--- config.mk ---
export PLATFORM = sky130hd
export DESIGN_NAME = mul_div_unit_flat
export DESIGN_NICKNAME = d
export VERILOG_FILES = /design/src/rtl/mul_div_unit_pkg.sv /design/src/rtl/mul_div_unit_if.sv /design/src/rtl/mul_div_unit.sv /design/src/flat_wrapper.sv
export SDC_FILE = /design/constraint.sdc
export NUM_CORES = 1
export LEC_CHECK = 0
export BUFFER_PORTS_ARGS = -buffer_cell sky130_fd_sc_hd__buf_4
export CAP_MARGIN = 20
export CELL_PAD_IN_SITES_DETAIL_PLACEMENT = 1
export CELL_PAD_IN_SITES_GLOBAL_PLACEMENT = 2
export CORE_MARGIN = 5
export CORE_UTILIZATION = 33
export CTS_CLUSTER_DIAMETER = 80
export DETAILED_ROUTE_END_ITERATION = 12
export GPL_ROUTABILITY_DRIVEN = 0
export PLACE_DENSITY = 0.76
export SYNTH_ARGS = -nofsm -noshare
export SYNTH_HDL_FRONTEND = slang
export SYNTH_SLANG_ARGS = --single-unit
--- constraint.sdc ---
create_clock -name clk -period 6.6 [get_ports clk]
set_input_delay 1.65 -clock clk [delete_from_list [all_inputs] [get_ports clk]]
set_output_delay 1.65 -clock clk [all_outputs]
set_load 0.03 [all_outputs]
--- src/rtl/mul_div_unit_pkg.sv ---
// Shared types for the HI/LO multiply/divide unit: op encoding, FSM states and
// the magnitude helper used when latching signed operands.
package mul_div_unit_pkg;

  typedef enum logic [2:0] {
    MD_MULT  = 3'd0,
    MD_MULTU = 3'd1,
    MD_DIV   = 3'd2,
    MD_DIVU  = 3'd3,
    MD_MTHI  = 3'd4,
    MD_MTLO  = 3'd5
  } mdiv_op_t;

  typedef enum logic [1:0] {
    IDLE = 2'd0,
    MUL  = 2'd1,
    DIV  = 2'd2,
    FIX  = 2'd3
  } mdiv_state_t;

  // 0x80000000 maps to itself, which is the correct unsigned magnitude.
  function automatic logic [31:0] abs32(input logic [31:0] v);
    return v[31] ? -v : v;
  endfunction

endpackage

--- src/rtl/mul_div_unit_if.sv ---
// M-stage request/response bundle between the pipeline and the mul/div unit.
interface mul_div_unit_if
  import mul_div_unit_pkg::*;
#(
  parameter int WIDTH = 32
);

  logic             en;
  logic             kill;
  mdiv_op_t         op;
  logic [WIDTH-1:0] src_a;
  logic [WIDTH-1:0] src_b;
  logic             busy;
  logic [WIDTH-1:0] hi;
  logic [WIDTH-1:0] lo;

  modport master (
    output en, kill, op, src_a, src_b,
    input  busy, hi, lo
  );

  modport slave (
    input  en, kill, op, src_a, src_b,
    output busy, hi, lo
  );

endinterface

--- src/rtl/mul_div_unit.sv ---
// Iterative HI/LO multiply/divide unit: shift-add multiply, restoring divide,
// one bit per cycle on magnitudes, with sign correction in a final FIX cycle.
//   state | meaning
//   IDLE  | waiting; MTHI/MTLO handled here
//   MUL   | shift-add iteration, WIDTH cycles
//   DIV   | restoring-divide iteration, WIDTH cycles
//   FIX   | sign correction and HI/LO write
module mul_div_unit
  import mul_div_unit_pkg::*;
#(
  parameter int WIDTH = 32
) (
  input  logic          clk,
  input  logic          rst,
  mul_div_unit_if.slave bus
);

  localparam int CW = $clog2(WIDTH);

  mdiv_state_t      state_q, state_d;
  logic [CW-1:0]    cnt_q, cnt_d;
  logic [WIDTH-1:0] acc_hi_q, acc_hi_d;
  logic [WIDTH-1:0] acc_lo_q, acc_lo_d;
  logic [WIDTH-1:0] dsor_q, dsor_d;
  logic             neg_a_q, neg_a_d;
  logic             neg_b_q, neg_b_d;
  mdiv_op_t         op_q, op_d;
  logic [WIDTH-1:0] hi_q, hi_d;
  logic [WIDTH-1:0] lo_q, lo_d;

  logic             op_muldiv, op_is_div, op_signed, start;
  logic [WIDTH-1:0] mag_a, mag_b;
  logic [WIDTH:0]   sum, rem_sh, diff;
  logic [2*WIDTH-1:0] prod;
  logic [WIDTH-1:0] quo, rem;

  assign op_muldiv = (bus.op == MD_MULT) || (bus.op == MD_MULTU) ||
                     (bus.op == MD_DIV)  || (bus.op == MD_DIVU);
  assign op_is_div = (bus.op == MD_DIV) || (bus.op == MD_DIVU);
  assign op_signed = (bus.op == MD_MULT) || (bus.op == MD_DIV);
  assign start     = (state_q == IDLE) && bus.en && !bus.kill && op_muldiv;

  always_ff @(posedge clk or posedge rst) begin
    if (rst) begin
      state_q  <= IDLE;
      cnt_q    <= '0;
      acc_hi_q <= '0;
      acc_lo_q <= '0;
      dsor_q   <= '0;
      neg_a_q  <= 1'b0;
      neg_b_q  <= 1'b0;
      op_q     <= MD_MULT;
      hi_q     <= '0;
      lo_q     <= '0;
    end else begin
      state_q  <= state_d;
      cnt_q    <= cnt_d;
      acc_hi_q <= acc_hi_d;
      acc_lo_q <= acc_lo_d;
      dsor_q   <= dsor_d;
      neg_a_q  <= neg_a_d;
      neg_b_q  <= neg_b_d;
      op_q     <= op_d;
      hi_q     <= hi_d;
      lo_q     <= lo_d;
    end
  end

  always_comb begin
    state_d = state_q;
    if (bus.kill) begin
      state_d = IDLE;
    end else begin
      case (state_q)
        IDLE:     if (start) state_d = op_is_div ? DIV : MUL;
        MUL, DIV: if (cnt_q == '0) state_d = FIX;
        FIX:      state_d = IDLE;
        default:  state_d = IDLE;
      endcase
    end
  end

  always_comb begin
    mag_a = op_signed ? abs32(bus.src_a) : bus.src_a;
    mag_b = op_signed ? abs32(bus.src_b) : bus.src_b;

    sum    = {1'b0, acc_hi_q} + (acc_lo_q[0] ? {1'b0, dsor_q} : '0);
    rem_sh = {acc_hi_q, acc_lo_q[WIDTH-1]};
    diff   = rem_sh - {1'b0, dsor_q};

    prod = {acc_hi_q, acc_lo_q};
    if (op_q == MD_MULT && (neg_a_q ^ neg_b_q)) prod = -prod;

    // With a zero divisor the remainder ends up equal to |dividend|, so the
    // dividend-sign correction below restores the raw dividend into HI.
    quo = acc_lo_q;
    rem = acc_hi_q;
    if (op_q == MD_DIV) begin
      if (neg_a_q ^ neg_b_q) quo = -quo;
      if (neg_a_q)           rem = -rem;
    end
    if (dsor_q == '0) quo = '1;
  end

  always_comb begin
    cnt_d    = cnt_q;
    acc_hi_d = acc_hi_q;
    acc_lo_d = acc_lo_q;
    dsor_d   = dsor_q;
    neg_a_d  = neg_a_q;
    neg_b_d  = neg_b_q;
    op_d     = op_q;
    hi_d     = hi_q;
    lo_d     = lo_q;

    case (state_q)
      IDLE: begin
        if (start) begin
          cnt_d    = CW'(WIDTH - 1);
          acc_hi_d = '0;
          acc_lo_d = op_is_div ? mag_a : mag_b;
          dsor_d   = op_is_div ? mag_b : mag_a;
          neg_a_d  = op_signed & bus.src_a[WIDTH-1];
          neg_b_d  = op_signed & bus.src_b[WIDTH-1];
          op_d     = bus.op;
        end else if (bus.en && !bus.kill) begin
          if (bus.op == MD_MTHI) hi_d = bus.src_a;
          if (bus.op == MD_MTLO) lo_d = bus.src_a;
        end
      end
      MUL: begin
        acc_hi_d = sum[WIDTH:1];
        acc_lo_d = {sum[0], acc_lo_q[WIDTH-1:1]};
        if (cnt_q != '0) cnt_d = cnt_q - CW'(1);
      end
      DIV: begin
        if (!diff[WIDTH]) begin
          acc_hi_d = diff[WIDTH-1:0];
          acc_lo_d = {acc_lo_q[WIDTH-2:0], 1'b1};
        end else begin
          acc_hi_d = rem_sh[WIDTH-1:0];
          acc_lo_d = {acc_lo_q[WIDTH-2:0], 1'b0};
        end
        if (cnt_q != '0) cnt_d = cnt_q - CW'(1);
      end
      FIX: begin
        if (!bus.kill) begin
          if (op_q == MD_MULT || op_q == MD_MULTU) begin
            hi_d = prod[2*WIDTH-1:WIDTH];
            lo_d = prod[WIDTH-1:0];
          end else begin
            hi_d = rem;
            lo_d = quo;
          end
        end
      end
      default: ;
    endcase
  end

  assign bus.busy = (state_q != IDLE);
  assign bus.hi   = hi_q;
  assign bus.lo   = lo_q;

endmodule

--- src/flat_wrapper.sv ---
// flat-port wrapper written by rule: the top's interface ports become plain ports
module mul_div_unit_flat import mul_div_unit_pkg::*;
#(
  parameter int WIDTH = 32
)
  (clk, rst, bus_en, bus_kill, bus_op, bus_src_a, bus_src_b, bus_busy, bus_hi, bus_lo);
  mul_div_unit_if #(.WIDTH(WIDTH)) bus_i ();
  input  logic clk;
  input  logic rst;
  input wire logic [$bits(bus_i.en)-1:0] bus_en;
  input wire logic [$bits(bus_i.kill)-1:0] bus_kill;
  input wire logic [$bits(bus_i.op)-1:0] bus_op;
  input wire logic [$bits(bus_i.src_a)-1:0] bus_src_a;
  input wire logic [$bits(bus_i.src_b)-1:0] bus_src_b;
  output wire logic [$bits(bus_i.busy)-1:0] bus_busy;
  output wire logic [$bits(bus_i.hi)-1:0] bus_hi;
  output wire logic [$bits(bus_i.lo)-1:0] bus_lo;
  assign bus_i.en = bus_en;
  assign bus_i.kill = bus_kill;
  assign bus_i.op = bus_op;
  assign bus_i.src_a = bus_src_a;
  assign bus_i.src_b = bus_src_b;
  assign bus_busy = bus_i.busy;
  assign bus_hi = bus_i.hi;
  assign bus_lo = bus_i.lo;
  mul_div_unit #(.WIDTH(WIDTH)) u_core (.clk(clk), .rst(rst), .bus(bus_i));
endmodule
[Yosys cells after proc, flatten, opt, wreduce, memory -nomap -nowiden]
Cells that the tools add are included.
Storage, ports and cells
  register bits: 172
  input bits: 71
  output and inout port bits: 65
  word-level logic and storage cells: 108
Operators by class
  add/sub/neg operators: 8
  equal/unequal tests: 19
  muxes and demuxes: 39
  bitwise gates (word level): 3
  reductions and logical operators: 29
Operators with widths (number)
  $mux 32: 25
  $pmux 32 s3: 2
  $neg 32->32: 4
  $pmux 32 s2: 2
  $mux 64: 1
  $neg 64->64: 1
  $add 32x33->33: 1
  $sub 33x32->33: 1
  $logic_not 32->1: 1
  $mux 5: 2
  $ne 2x2->1 const B: 5
  $pmux 5 s2: 1
  $reduce_and 5->1: 2
  $eq 3x2->1 const B: 3
  $mux 2: 4
  $eq 3x1->1 const B: 2
  $eq 3x3->1 const B: 2
  $logic_not 3->1: 2
  $logic_or 1x1->1: 6
  $pmux 2 s3: 1
  $reduce_and 2->1: 3
  $reduce_bool 2->1: 3
  $logic_and 1x1->1: 5
  $logic_not 5->1: 1
  other kinds (15): 18

[Depth between registers and ports, before layout]
  depth after elaboration: 8
  depth in mapped cells: 15
  depth with buffers taken out: 14

[Worst setup path before layout]
OpenSTA, ideal clock, no wires.
  path type: in2reg
  start: in bus_src_b[4]
  end: reg u_core.acc_lo_q[28]
  setup time: 83 ps
  data arrival time: 3817 ps
  required time: 6517 ps
  setup slack: 2700 ps
  cell stages on the path: 10
  buffers on the path: 0
  cell sequence: or4_4 -> nor3b_2 -> nand3_1 -> nor3_2 -> nand2_1 -> or4_1 -> o31ai_2 -> xnor2_1 -> nor2_1 -> o21ai_0
On the way
  longest elaborated chain between the ends: 6
RTL lines
  start: declaration: RTL line flat_wrapper.sv:14  | input wire logic [$bits(bus_i.src_b)-1:0] bus_src_b;
  $neg 32->32: RTL line mul_div_unit_pkg.sv:23  | return v[31] ? -v : v;
  $mux 32: RTL line mul_div_unit_pkg.sv:23
  $mux 32: RTL line mul_div_unit.sv:85  | mag_b = op_signed ? abs32(bus.src_b) : bus.src_b;
  $mux 32: RTL line mul_div_unit.sv:121  | acc_lo_d = op_is_div ? mag_a : mag_b;
  $mux 32: RTL line mul_div_unit.sv:118  | if (start) begin
  $pmux 32 s3: RTL line mul_div_unit.sv:116  | case (state_q)
  end signal: assignment: RTL line mul_div_unit.sv:59  | acc_lo_q <= acc_lo_d;
  end: declaration: RTL line mul_div_unit.sv:23  | logic [WIDTH-1:0] acc_lo_q, acc_lo_d;
Every way passes these cells. The select of a mux whose other input is x is not followed.
A chain may end at the register's enable or synchronous reset.

[Worst setup path after layout]
  start: reg u_core.acc_lo_q[31]
  end: reg u_core.acc_hi_q[13]
On the way
  longest elaborated chain between the ends: 3
RTL lines
  $sub 33x32->33: RTL line mul_div_unit.sv:89  | diff = rem_sh - {1'b0, dsor_q};
  $mux 32: RTL line mul_div_unit.sv:137  | if (!diff[WIDTH]) begin
  $pmux 32 s3: RTL line mul_div_unit.sv:116
  end signal: assignment: RTL line mul_div_unit.sv:58  | acc_hi_q <= acc_hi_d;
  end: declaration: RTL line mul_div_unit.sv:22  | logic [WIDTH-1:0] acc_hi_q, acc_hi_d;
Every way passes these cells.

==> reports/results.txt <==
Status: completed
Setup bufs post-CTS: 0
Crit. End Element: flop
Pin count of the biggest net entering global routing: 105
Number of enable flip-flop cells after synthesis: 0
RR Startpoint: u_core.acc_lo_q[31]
Hold Crit Class: flop to flop
Max Root-Sink Buffers: 2
Top cells by count, synth: nor2_1, nand2_1, a21oi_1
First-pass GRT wire length: 101100 um
RSZ-0062 raised after global routing: false
Yosys cell types: 84
Number of max-cap violations: 0
Critical Path Start Type: flop
Top_reg_cell synth: dfrtp_1
Fin crit period: 4.278 ns
Clock power frac: 12.0%
DP HPWL: 52320 um
Post-CTS Hold Fix Bufs: 0
Hold Path Depth: 2
Worst setup path class: flop to flop
Initial Util: 33.50%
Worst setup margin: 2.322 ns
Cell with the most instances after synthesis: nor2_1
Switching share of power: 54.38%
Die ar.: 50670 sq um
Critical Path RT: 6.92 ns
Synthesized area: 15270 sq um
Worst hold start: u_core.bus.lo[7]
P_leak: 7.523 nW
IO Count: 136
Fill cell count: 5470
CP max FO: 24
Power Density: 512.1 nW/um^2
Post-synth top area share: 28.19%
Reg2reg end: u_core.acc_hi_q[13]
Worst R2R Path Depth: 13
First drt pass iteration count: 6
GR Overflow Total: 0
Syn avg cell area: 7.681 sq um
Final setup violating endpoints: 0
Setup TNS: 0 ns
H-tree Lvls: 4
Largest area contributor in the netlist: dfrtp_1
Sink Count: 172
Syn nets: 2136
DR vias: 15896
Core area: 45580 sq um
Post-DR vias/cell: 6.017
Antenna violations before repair: 1
Cell Int Power: 4.042 mW
Reg clk slew, reported paths: 0.07 ns
# port buffers: 135
Max VDD drop: 0.0002264 V
Ys Warns: 0
Share of cells above drive strength 1: 11.21%
Achievable Freq: 233.8 MHz
Ys async rst share: 100.0%
Site Rows: 78
Worst path max stage delay: 0.83 ns
Reg2Reg Setup Slack: 2.32 ns
Dpl ws: 2.099 ns
Comb power frac: 62.9%
DIE HEIGHT: 225.1 um
DRC viols: 0
Net count reported at finish: 2178
Area growth, synth to finish: 13.32%
Post-DRT Antenna Nets: 0
Tcrit/Tclk final: 64.81%
FF+latch count, synth: 172
Synth area leaders: dfrtp_1, a21oi_1, ha_1
Routed wire length: 67740 um
GRT Util Overall: 26.03%
Vias in the first global route: 15660
CP cell instances: inv_1 > ha_1 > fa_1 > nor2b_1 > o31a_1 > o211ai_1 > o21ai_1 > nand4_1 > nand4_1 > a21oi_2 > nor2_4 > mux2i_1 > o221ai_1
Worst-Skew Late Latency: 0.47 ns
Worst path most repeated cell: nand4_1
Hold Crit Endpoint: u_core.bus.lo[7]
Switching power: 4.819 mW
Worst EP arrival: 4.60 ns
CTS root buffer: clkbuf_16
CTS Buf Count: 17
Crit-path slowest cell: nor2_4
Final Max Slew Viols: 0
Clock Skews: 0.01353 ns
Sequential power share: 25.1%
Worst slew pin tran: 1.162 ns
Final hold vios: 0
Starting DRC count in detailed routing: 1146
Post-Syn Instances: 1988
Post-CTS sizing: 0
CTS tree: done
Die Wd: 225.1 um
Wire per inst: 25.64 um
Rel. slew slack: 22.54%
Antenna diode count: 0
Sequential area share after synthesis: 28.19%
-- power by group through the flow --
stage,registers [mW],clock network [mW],logic (mW)
3_3_place_gp,2.20,0,5.41
2_1_floorplan,2.19,0,3.55
4_1_cts,2.20,1.09,5.52
5_1_grt,2.27,1.13,6.04
3_5_place_dp,2.22,0,5.50
6_report,2.22,1.07,5.57
-- worst max-delay path by stage --
stage | from | end | slack [ns] | cells after the start
2_1_floorplan | rst | u_core.acc_hi_q[0] | 0.29 | 1
3_3_place_gp | bus_src_a[4] | u_core.acc_lo_q[23] | 2.12 | 10
3_5_place_dp | bus_src_b[4] | u_core.dsor_q[28] | 2.10 | 11
4_1_cts | u_core.acc_lo_q[31] | u_core.acc_hi_q[13] | 2.38 | 13
5_1_grt | u_core.acc_lo_q[31] | u_core.acc_hi_q[13] | 2.07 | 13
6_report | u_core.acc_lo_q[31] | u_core.acc_hi_q[13] | 2.32 | 13
-- critical path, delay by kind of cell, from the launching register on --
family | cells | cell delay (ns)
AND/OR/NAND/NOR | 4 | 1.48
AO/OA/AOI/OAI | 5 | 1.13
buffers and inverters | 1 | 0.10
multiplexers | 1 | 0.30
flip-flops | 1 | 0.51
adder cells (fa/ha/maj) | 2 | 0.60
-- final cells by class --
class / count / area [sq um] / share of cell area (%)
multi-input combinational: 1621 / 10240 / 59.18
timing repair buffer: 152 / 1174 / 6.782
tap: 600 / 750.7 / 4.338
inverter: 66 / 252.7 / 1.461
clock inverter: 13 / 142.6 / 0.8243
clock buffer: 18 / 439.2 / 2.538
sequential: 172 / 4304 / 24.87
-- metal layers --
| layer | GRT usage [%] | routed length, um | up-vias | part of all wire (%) |
|---|---|---|---|---|
| met3 | 3.908 | 3948 | 84 | 5.8 |
| met4 | 8.278 | 2032 | 0 | 3.0 |
| met2 | 42.67 | 31450 | 513 | 46 |
| met5 | 0 | 0 | - | 0 |
| li1 | - | - | 7302 | - |
| met1 | 35.45 | 30310 | 7997 | 45 |
-- cells in the final DEF (no fill, tap or decap), types with 9 or more instances in the layout --
master     count
and2_1        12
clkbuf_16     17
a22o_1        23
nand4_1       14
nor2_1       207
ha_1          74
nor4_1        30
o21ai_1       23
a22oi_1       25
o21ai_0      176
a21oi_1      198
o22ai_1       52
nand2b_1      17
or3_1         15
nand2_1      199
xnor2_1       94
xor2_1        70
a31oi_1       23
o221ai_1       9
a211oi_1      16
dfrtp_1      172
and3_1        13
o31ai_1       17
mux2i_1       40
nor3_1        41
o211ai_1      14
buf_4        150
nor2b_1       13
nand3_1       32
a21o_1        36
inv_1         64
-- state kept, by name, indices dropped and copies added, names as in the netlist --
register,cells
u_core.bus.lo,32
u_core.op_q,3
u_core.neg_b_q,1
u_core.acc_lo_q,32
u_core.dsor_q,32
u_core.acc_hi_q,32
u_core.cnt_q,5
u_core.neg_a_q,1
u_core.bus.hi,32
u_core.state_q,2
-- cell families after synthesis --
kind of cell    synth area share (%)
compound gates                 28.36
xor+xnor                       9.407
flops                          28.19
buf+inv                        4.998
mux                            2.770
fa+ha+maj                      6.408
simple gates                   19.87
-- through the flow --
step / hold WS (ns) / instance area, sq um / power, mW / util, % / instances
finish: 0.4812 / 17300 / 8.861 / 37.97 / 2642
global route: 0.5134 / 17300 / 9.431 / 37.97 / 2642
CTS: 0.4858 / 17280 / 8.810 / 37.91 / 2641
detailed placement: 0.4696 / 16690 / 7.718 / 36.63 / 2610
global placement: 0.4640 / 16690 / 7.609 / 36.63 / 2610
floorplan: 0.4505 / 15270 / 5.740 / - / 1988
Power figures use the tool's default switching activity.
